**config.mk**
```make
export PLATFORM = sky130hd
export DESIGN_NAME = hbs_scheduler
export DESIGN_NICKNAME = d
export VERILOG_FILES = /design/src/rtl/hbs_scheduler.sv
export SDC_FILE = /design/constraint.sdc
export NUM_CORES = 1
export LEC_CHECK = 0
export ABC_AREA = 1
export CAP_MARGIN = 20
export CORE_MARGIN = 2
export CORE_UTILIZATION = 45
export DETAILED_ROUTE_END_ITERATION = 16
export DONT_BUFFER_PORTS = 1
export HOLD_SLACK_MARGIN = 0.12
export PLACE_DENSITY = 0.62
export RECOVER_POWER = 100
export SYNTH_ARGS = -nofsm -noshare
export SYNTH_HDL_FRONTEND = slang
export SYNTH_SLANG_ARGS = --single-unit
```
**constraint.sdc**
```tcl
create_clock -name clk -period 4.8 [get_ports clk]
set_input_delay 0.96 -clock clk [delete_from_list [all_inputs] [get_ports clk]]
set_output_delay 0.96 -clock clk [all_outputs]
set_load 0.01 [all_outputs]
```
**src/rtl/hbs_scheduler.sv**
```systemverilog
// Round-robin front end that shares one high-bit-search unit among NUM_REQ
// requesters, with one transaction in flight and a bounded wait for the unit's answer.
module hbs_scheduler #(
    parameter int INPUT_WIDTH = 32,
    parameter int IDX_WIDTH   = 5,
    parameter int NUM_REQ     = 4,
    parameter int ID_WIDTH    = 2,
    parameter int TIMEOUT     = 16
) (
    input  logic                           clk,
    input  logic                           rst_n,
    input  logic [NUM_REQ-1:0]             req_valid,
    input  logic [NUM_REQ*INPUT_WIDTH-1:0] req_data,
    output logic [NUM_REQ-1:0]             req_ready,
    output logic [INPUT_WIDTH-1:0]         hbs_data,
    output logic                           hbs_start,
    input  logic                           hbs_done,
    input  logic [IDX_WIDTH-1:0]           hbs_idx,
    input  logic                           hbs_found,
    output logic                           rsp_valid,
    input  logic                           rsp_ready,
    output logic [ID_WIDTH-1:0]            rsp_id,
    output logic [IDX_WIDTH-1:0]           rsp_idx,
    output logic                           rsp_found,
    output logic                           rsp_err
);

    localparam int CNT_W = $clog2(TIMEOUT + 1);

    typedef enum logic [1:0] {
        IDLE,
        ISSUE,
        WAIT,
        RESP
    } state_t;

    state_t                 state, state_next;
    logic [ID_WIDTH-1:0]    ptr;
    logic [ID_WIDTH-1:0]    id_q;
    logic [INPUT_WIDTH-1:0] data_q;
    logic [IDX_WIDTH-1:0]   idx_q;
    logic                   found_q;
    logic                   err_q;
    logic [CNT_W-1:0]       cnt;
    logic                   timeout_hit;

    logic                   hi_any, lo_any, grant_any;
    logic [ID_WIDTH-1:0]    hi_id, lo_id, grant_id;
    logic [INPUT_WIDTH-1:0] hi_data, lo_data, grant_data;

    // Two-pass priority search: lowest valid index at or above ptr wins,
    // otherwise wrap around to the lowest valid index overall.
    always_comb begin
        hi_any  = 1'b0;
        lo_any  = 1'b0;
        hi_id   = '0;
        lo_id   = '0;
        hi_data = '0;
        lo_data = '0;
        for (int i = 0; i < NUM_REQ; i++) begin
            if (req_valid[i] && !lo_any) begin
                lo_any  = 1'b1;
                lo_id   = ID_WIDTH'(i);
                lo_data = req_data[i*INPUT_WIDTH +: INPUT_WIDTH];
            end
            if (req_valid[i] && (ID_WIDTH'(i) >= ptr) && !hi_any) begin
                hi_any  = 1'b1;
                hi_id   = ID_WIDTH'(i);
                hi_data = req_data[i*INPUT_WIDTH +: INPUT_WIDTH];
            end
        end
        grant_any  = lo_any;
        grant_id   = hi_any ? hi_id   : lo_id;
        grant_data = hi_any ? hi_data : lo_data;
    end

    // Gated by rst_n so no handshake can appear to complete while reset is held.
    assign req_ready = (rst_n && (state == IDLE) && grant_any)
                       ? (NUM_REQ'(1) << grant_id) : '0;

    assign timeout_hit = (cnt == CNT_W'(TIMEOUT - 1));

    always_ff @(posedge clk) begin
        if (!rst_n) begin
            state <= IDLE;
        end else begin
            state <= state_next;
        end
    end

    always_comb begin
        state_next = state;
        case (state)
            IDLE: begin
                if (grant_any) begin
                    state_next = (grant_data != '0) ? ISSUE : RESP;
                end
            end
            ISSUE: state_next = WAIT;
            WAIT: begin
                if (hbs_done || timeout_hit) begin
                    state_next = RESP;
                end
            end
            RESP: begin
                if (rsp_ready) begin
                    state_next = IDLE;
                end
            end
            default: state_next = IDLE;
        endcase
    end

    // A zero word skips the unit, so its response fields are preloaded at accept.
    always_ff @(posedge clk) begin
        if (!rst_n) begin
            ptr     <= '0;
            id_q    <= '0;
            data_q  <= '0;
            idx_q   <= '0;
            found_q <= 1'b0;
            err_q   <= 1'b0;
            cnt     <= '0;
        end else begin
            case (state)
                IDLE: begin
                    if (grant_any) begin
                        data_q  <= grant_data;
                        id_q    <= grant_id;
                        idx_q   <= '0;
                        found_q <= 1'b0;
                        err_q   <= 1'b0;
                    end
                end
                ISSUE: begin
                    cnt <= '0;
                end
                WAIT: begin
                    cnt <= cnt + CNT_W'(1);
                    if (hbs_done) begin
                        idx_q   <= hbs_idx;
                        found_q <= hbs_found;
                        err_q   <= 1'b0;
                    end else if (timeout_hit) begin
                        idx_q   <= '0;
                        found_q <= 1'b0;
                        err_q   <= 1'b1;
                    end
                end
                RESP: begin
                    if (rsp_ready) begin
                        ptr <= (id_q == ID_WIDTH'(NUM_REQ - 1)) ? '0 : id_q + ID_WIDTH'(1);
                    end
                end
                default: ;
            endcase
        end
    end

    assign hbs_start = (state == ISSUE);
    assign hbs_data  = data_q;
    assign rsp_valid = (state == RESP);
    assign rsp_id    = id_q;
    assign rsp_idx   = idx_q;
    assign rsp_found = found_q;
    assign rsp_err   = err_q;

endmodule

```
Word level (Yosys, flattened, before mapping)
Cells that the tools add are included.
- register bits: 50
- input bits: 142
- output and inout port bits: 47
- word-level logic and storage cells: 94
- add/sub/neg operators: 2
- order comparisons: 4
- eq/ne operators: 9
- shifts and indexed selects: 1
- muxes and demuxes: 43
- reductions and logical operators: 27
- operator list (operator ; number):
    two-way mux 32 bit ; 9
    nonzero test 32 bit ; 1
    two-way mux 2 bit ; 10
    case mux 5 bit (2 select lines) ; 2
    two-way mux 1 bit ; 15
    two-way mux 5 bit ; 3
    logical AND 1 bit ; 12
    case mux 2 bit (4 select lines) ; 1
    == test 2 bit (second input constant) ; 3
    logical NOT 1 bit ; 6
    AND reduction 3 bit ; 2
    adder 5 x 1 -> 5 bit (second input constant) ; 1
    == test 5 x 4 -> 1 bit (second input constant) ; 1
    >= comparator 1 x 2 -> 1 bit (first input constant) ; 2
    >= comparator 2 bit (first input constant) ; 2
    two-way mux 4 bit ; 1
    != test 2 bit (second input constant) ; 2
    case mux 1 bit (2 select lines) ; 2
    AND reduction 2 bit ; 2
    nonzero test 2 bit ; 2
    left shift 1 x 2 -> 4 bit (first input constant) ; 1
    != test 3 bit (second input constant) ; 1
    adder 2 x 1 -> 2 bit (second input constant) ; 1
    == test 2 x 1 -> 1 bit (second input constant) ; 1
    3 further kinds ; 3

Longest topological paths before layout
- depth in word-level cells: 17
- gate-level depth with buffers: 15
- gate-level depth less buffers: 15

Least setup slack after synthesis
No wires, ideal clock.
- path type: input port to output port
- from: input port req_valid[0]
- to: output port req_ready[0]
- data arrival time: 2.089 ns
- required time: 3.840 ns
- path slack: 1.751 ns
- cell stages on the path: 8
- path buffers: 2
- cell sequence: buf_2 > nand2_4 > nand4_4 > inv_2 > buf_4 > a22oi_1 > or2_2 > nor2_1
- longest elaborated chain between the ends: 14
- elaborated cells between the ends (all ways): 31
- those cells by class: shift (1); mux (16); reduce/logical (14)
- ends and longest elaborated chain (element ; RTL line ; RTL):
    start: declaration ; 12 ; input logic [NUM_REQ-1:0] req_valid,
    logical AND 1 bit ; 66 ; if (req_valid[i] && (ID_WIDTH'(i) >= ptr) && !hi_any) begin
    two-way mux 1 bit ; 66 ;
    logical NOT 1 bit ; 66 ;
    logical AND 1 bit ; 66 ;
    two-way mux 1 bit ; 66 ;
    logical NOT 1 bit ; 66 ;
    logical AND 1 bit ; 66 ;
    two-way mux 1 bit ; 66 ;
    logical NOT 1 bit ; 66 ;
    logical AND 1 bit ; 66 ;
    two-way mux 2 bit / two-way mux 1 bit (equally long branches) ; 66 ;
    two-way mux 2 bit ; 73 ; grant_id = hi_any ? hi_id : lo_id;
    left shift 1 x 2 -> 4 bit ; 79 ; ? (NUM_REQ'(1) << grant_id) : '0;
    two-way mux 4 bit (*) ; 79 ;
    end: declaration ; 14 ; output logic [NUM_REQ-1:0] req_ready,
Mark *: on every way between the ends. The rest lies on a longest branch, timed or not.

Final worst setup path
- from: register ptr[1]
- to: output port req_ready[2]
- longest elaborated chain between the ends: 15
- elaborated cells between the ends (all ways): 24
- those cells by class: order compare (4); shift (1); mux (9); reduce/logical (10)
- ends and longest elaborated chain (element ; RTL line ; RTL):
    start: declaration ; 38 ; logic [ID_WIDTH-1:0] ptr;
    start signal: assignment ; 152 ; ptr <= (id_q == ID_WIDTH'(NUM_REQ - 1)) ? '0 : id_q + ID_WIDTH'(1);
    >= comparator 1 x 2 -> 1 bit ; 66 ;
    logical AND 1 bit ; 66 ;
    two-way mux 1 bit ; 66 ;
    logical NOT 1 bit ; 66 ;
    logical AND 1 bit ; 66 ;
    two-way mux 1 bit ; 66 ;
    logical NOT 1 bit ; 66 ;
    logical AND 1 bit ; 66 ;
    two-way mux 1 bit ; 66 ;
    logical NOT 1 bit ; 66 ;
    logical AND 1 bit ; 66 ;
    two-way mux 2 bit / two-way mux 1 bit (equally long branches) ; 66 ;
    two-way mux 2 bit (*) ; 73 ;
    left shift 1 x 2 -> 4 bit (*) ; 79 ;
    two-way mux 4 bit (*) ; 79 ;
Marks and branches as above.

==> impl_metrics.tcl <==
set metrics [dict create \
    status "finished, violations left" \
    violations "capacitance limit, slew limit" \
    final_antenna_net_count 0 \
    cts_hold_buffers 0 \
    grt_max_degree 63 \
    setup_viol 0 \
    cts.sinks 50 \
    clk_pin_slew_ps 100 \
    fin_cells 920 \
    end_kind "output pin" \
    arrival_ps 3010 \
    row_count 36 \
    worstMarginPinSlew_ps 2240 \
    first_pass_iters 5 \
    synthToLayoutAreaGrowth_pct 1.42 \
    antenna_found_initial 0 \
    drive_gt1_share_pct 3.68 \
    drc 0 \
    final_cell_mix "247 x nand2_1, 103 x nor2_1, 91 x inv_1" \
    synth_area_mm2 0.00450 \
    io_pins 189 \
    yosys_warnings 0 \
    place_congestion 0.938 \
    reg2reg_slack_ps 1580 \
    min_path_type "flip-flop to flip-flop" \
    final_nets 936 \
    die_w_um 104 \
    synth_cell_type_count 33 \
    finalPower_uw 1770 \
    clock_latency_ps 310 \
    leakage_uw 0.00229 \
    clock_skew_ps 16.5 \
    synth-edff-count 0 \
    max_slew_margin_pct -49.5 \
    portBuffers 0 \
    postCtsSetupRepairBufs 0 \
    slew_viol_final 63 \
    start_util_pct 46.3 \
    numCtsBuffers 5 \
    grt_pass1_wl_um 24800 \
    final.period_utilization_pct 82.6 \
    ir_worst_vdd_mv 0.273 \
    power_density_mw_per_mm2 387 \
    place_inst 912 \
    cts_buffer_depth 2 \
    cts_tree "yes" \
    syn_area_per_cell_um2 5.52 \
    drt-initial-drc-count 435 \
    cts_resized 0 \
    core_mm2 0.00973 \
    syn-num-nets 966 \
    seq_area_frac_synth_pct 22.2 \
    layout_commonest_cell "nand2_1" \
    cts_root_buf "clkbuf_8" \
    dieArea_mm2 0.0108 \
    post-route-util_pct 47.0 \
    hold_slack_ps 492 \
    ys.flop_type "dfxtp_1" \
    path_max_fanout 40 \
    grt-ovfl-total 0 \
    wl_um 16300 \
    die_y_um 104 \
    grt_usage_pct 28.6 \
    synthCells 816 \
    drv_cap 1 \
    worstPathRequired_ps 3840 \
    setup_tns_ps 0 \
    htree_levels 2 \
    path_class "flip-flop to output pin" \
    synth-seq-cells 50 \
    max_freq_ghz 0.252 \
    vias 5131 \
    drt-wirelength-per-cell_um 17.7 \
    grt_pass1_vias 4654 \
    startpoint_type "flip-flop" \
    async_flop_share_pct 0 \
    antenna_cells 0 \
    viasPerCell 5.58 \
    min_period_ps 3970 \
    timing_hold_violations_final 0 \
    place_hpwl_um 12200 \
    rsz0062_at_grt "false" \
]
-- worst max-delay path, cell delays in order (launching register included) --
cell and delay (ps):
dfxtp_1 500, nor2_4 130, nand2_4 380, nand4_4 190
inv_1 690, a22oi_1 230, or2_2 360, nor2_1 200
-- sequential cells by signal (all words and copies together), names as in the netlist --
signal,cells
rsp_found,1
hbs_data,32
ptr,2
rsp_idx,5
cnt,5
state,2
rsp_id,2
rsp_err,1
-- report_power, final --
group	leakage [uW]	switching [uW]	internal, uW
Combinational	0.00182	534	235
Clock	0.0000544	144	132
Sequential	0.000412	166	556
Total	0.00229	844	923
-- synth_stat cells, drive strengths merged, types with 8 or more instances --
cell type	instances	area share [%]
nand4	9	1.9
clkbuf	21	1.8
o21ai	70	7.8
buf	20	3.1
ha	8	2.2
dfxtp	50	22
nand3	85	9.7
nor2	107	9.4
nand2	253	22
a21oi	55	6.1
inv	96	8.0
o211ai	21	3.5
-- metrics by stage --
step / instance area [um2] / worst slack, ps
after floorplan: 4500 / 1750
after global placement: 4480 / 1250
after detailed placement: 4480 / 1210
after CTS: 4590 / 1190
after global routing: 4570 / 662
final: 4570 / 835
-- layer usage --
layer / GRT usage (%) / vias to the layer above / part of all wire (%)
li1: - / 2553 / -
met1: 37.0 / 2279 / 42
met2: 45.6 / 250 / 44
met3: 7.52 / 49 / 9.3
met4: 11.0 / 0 / 3.7
met5: 0 / - / 0
-- final cells by class --
class | count | area [um2]
clock buffers | 7 | 96.3
clock inverters | 1 | 8.76
fillers | 1089 | 5160
inverters | 101 | 379
multi-input cells | 624 | 2890
flip-flops and latches | 50 | 1000
well taps | 133 | 166
repair buffers | 4 | 26.3
-- cell families (layout without fill, tap and decap cells) --
group,after synthesis,in the layout,synth area share [%]
adders and majority gates,8,8,2.22
DFF,50,50,22.2
and+or+nand+nor,466,466,44.2
AOI/OAI and AO/OA,150,150,18.1
buffers and inverters,142,113,13.3
-- final timing paths --
check,from,to,cells after the start
max,ptr[1],req_ready[2],7
min,cnt[4],cnt[4],2
max reg2reg,state[1],hbs_data[19],8
min reg2reg,cnt[4],cnt[4],2
(Power assumes the default switching activity.)
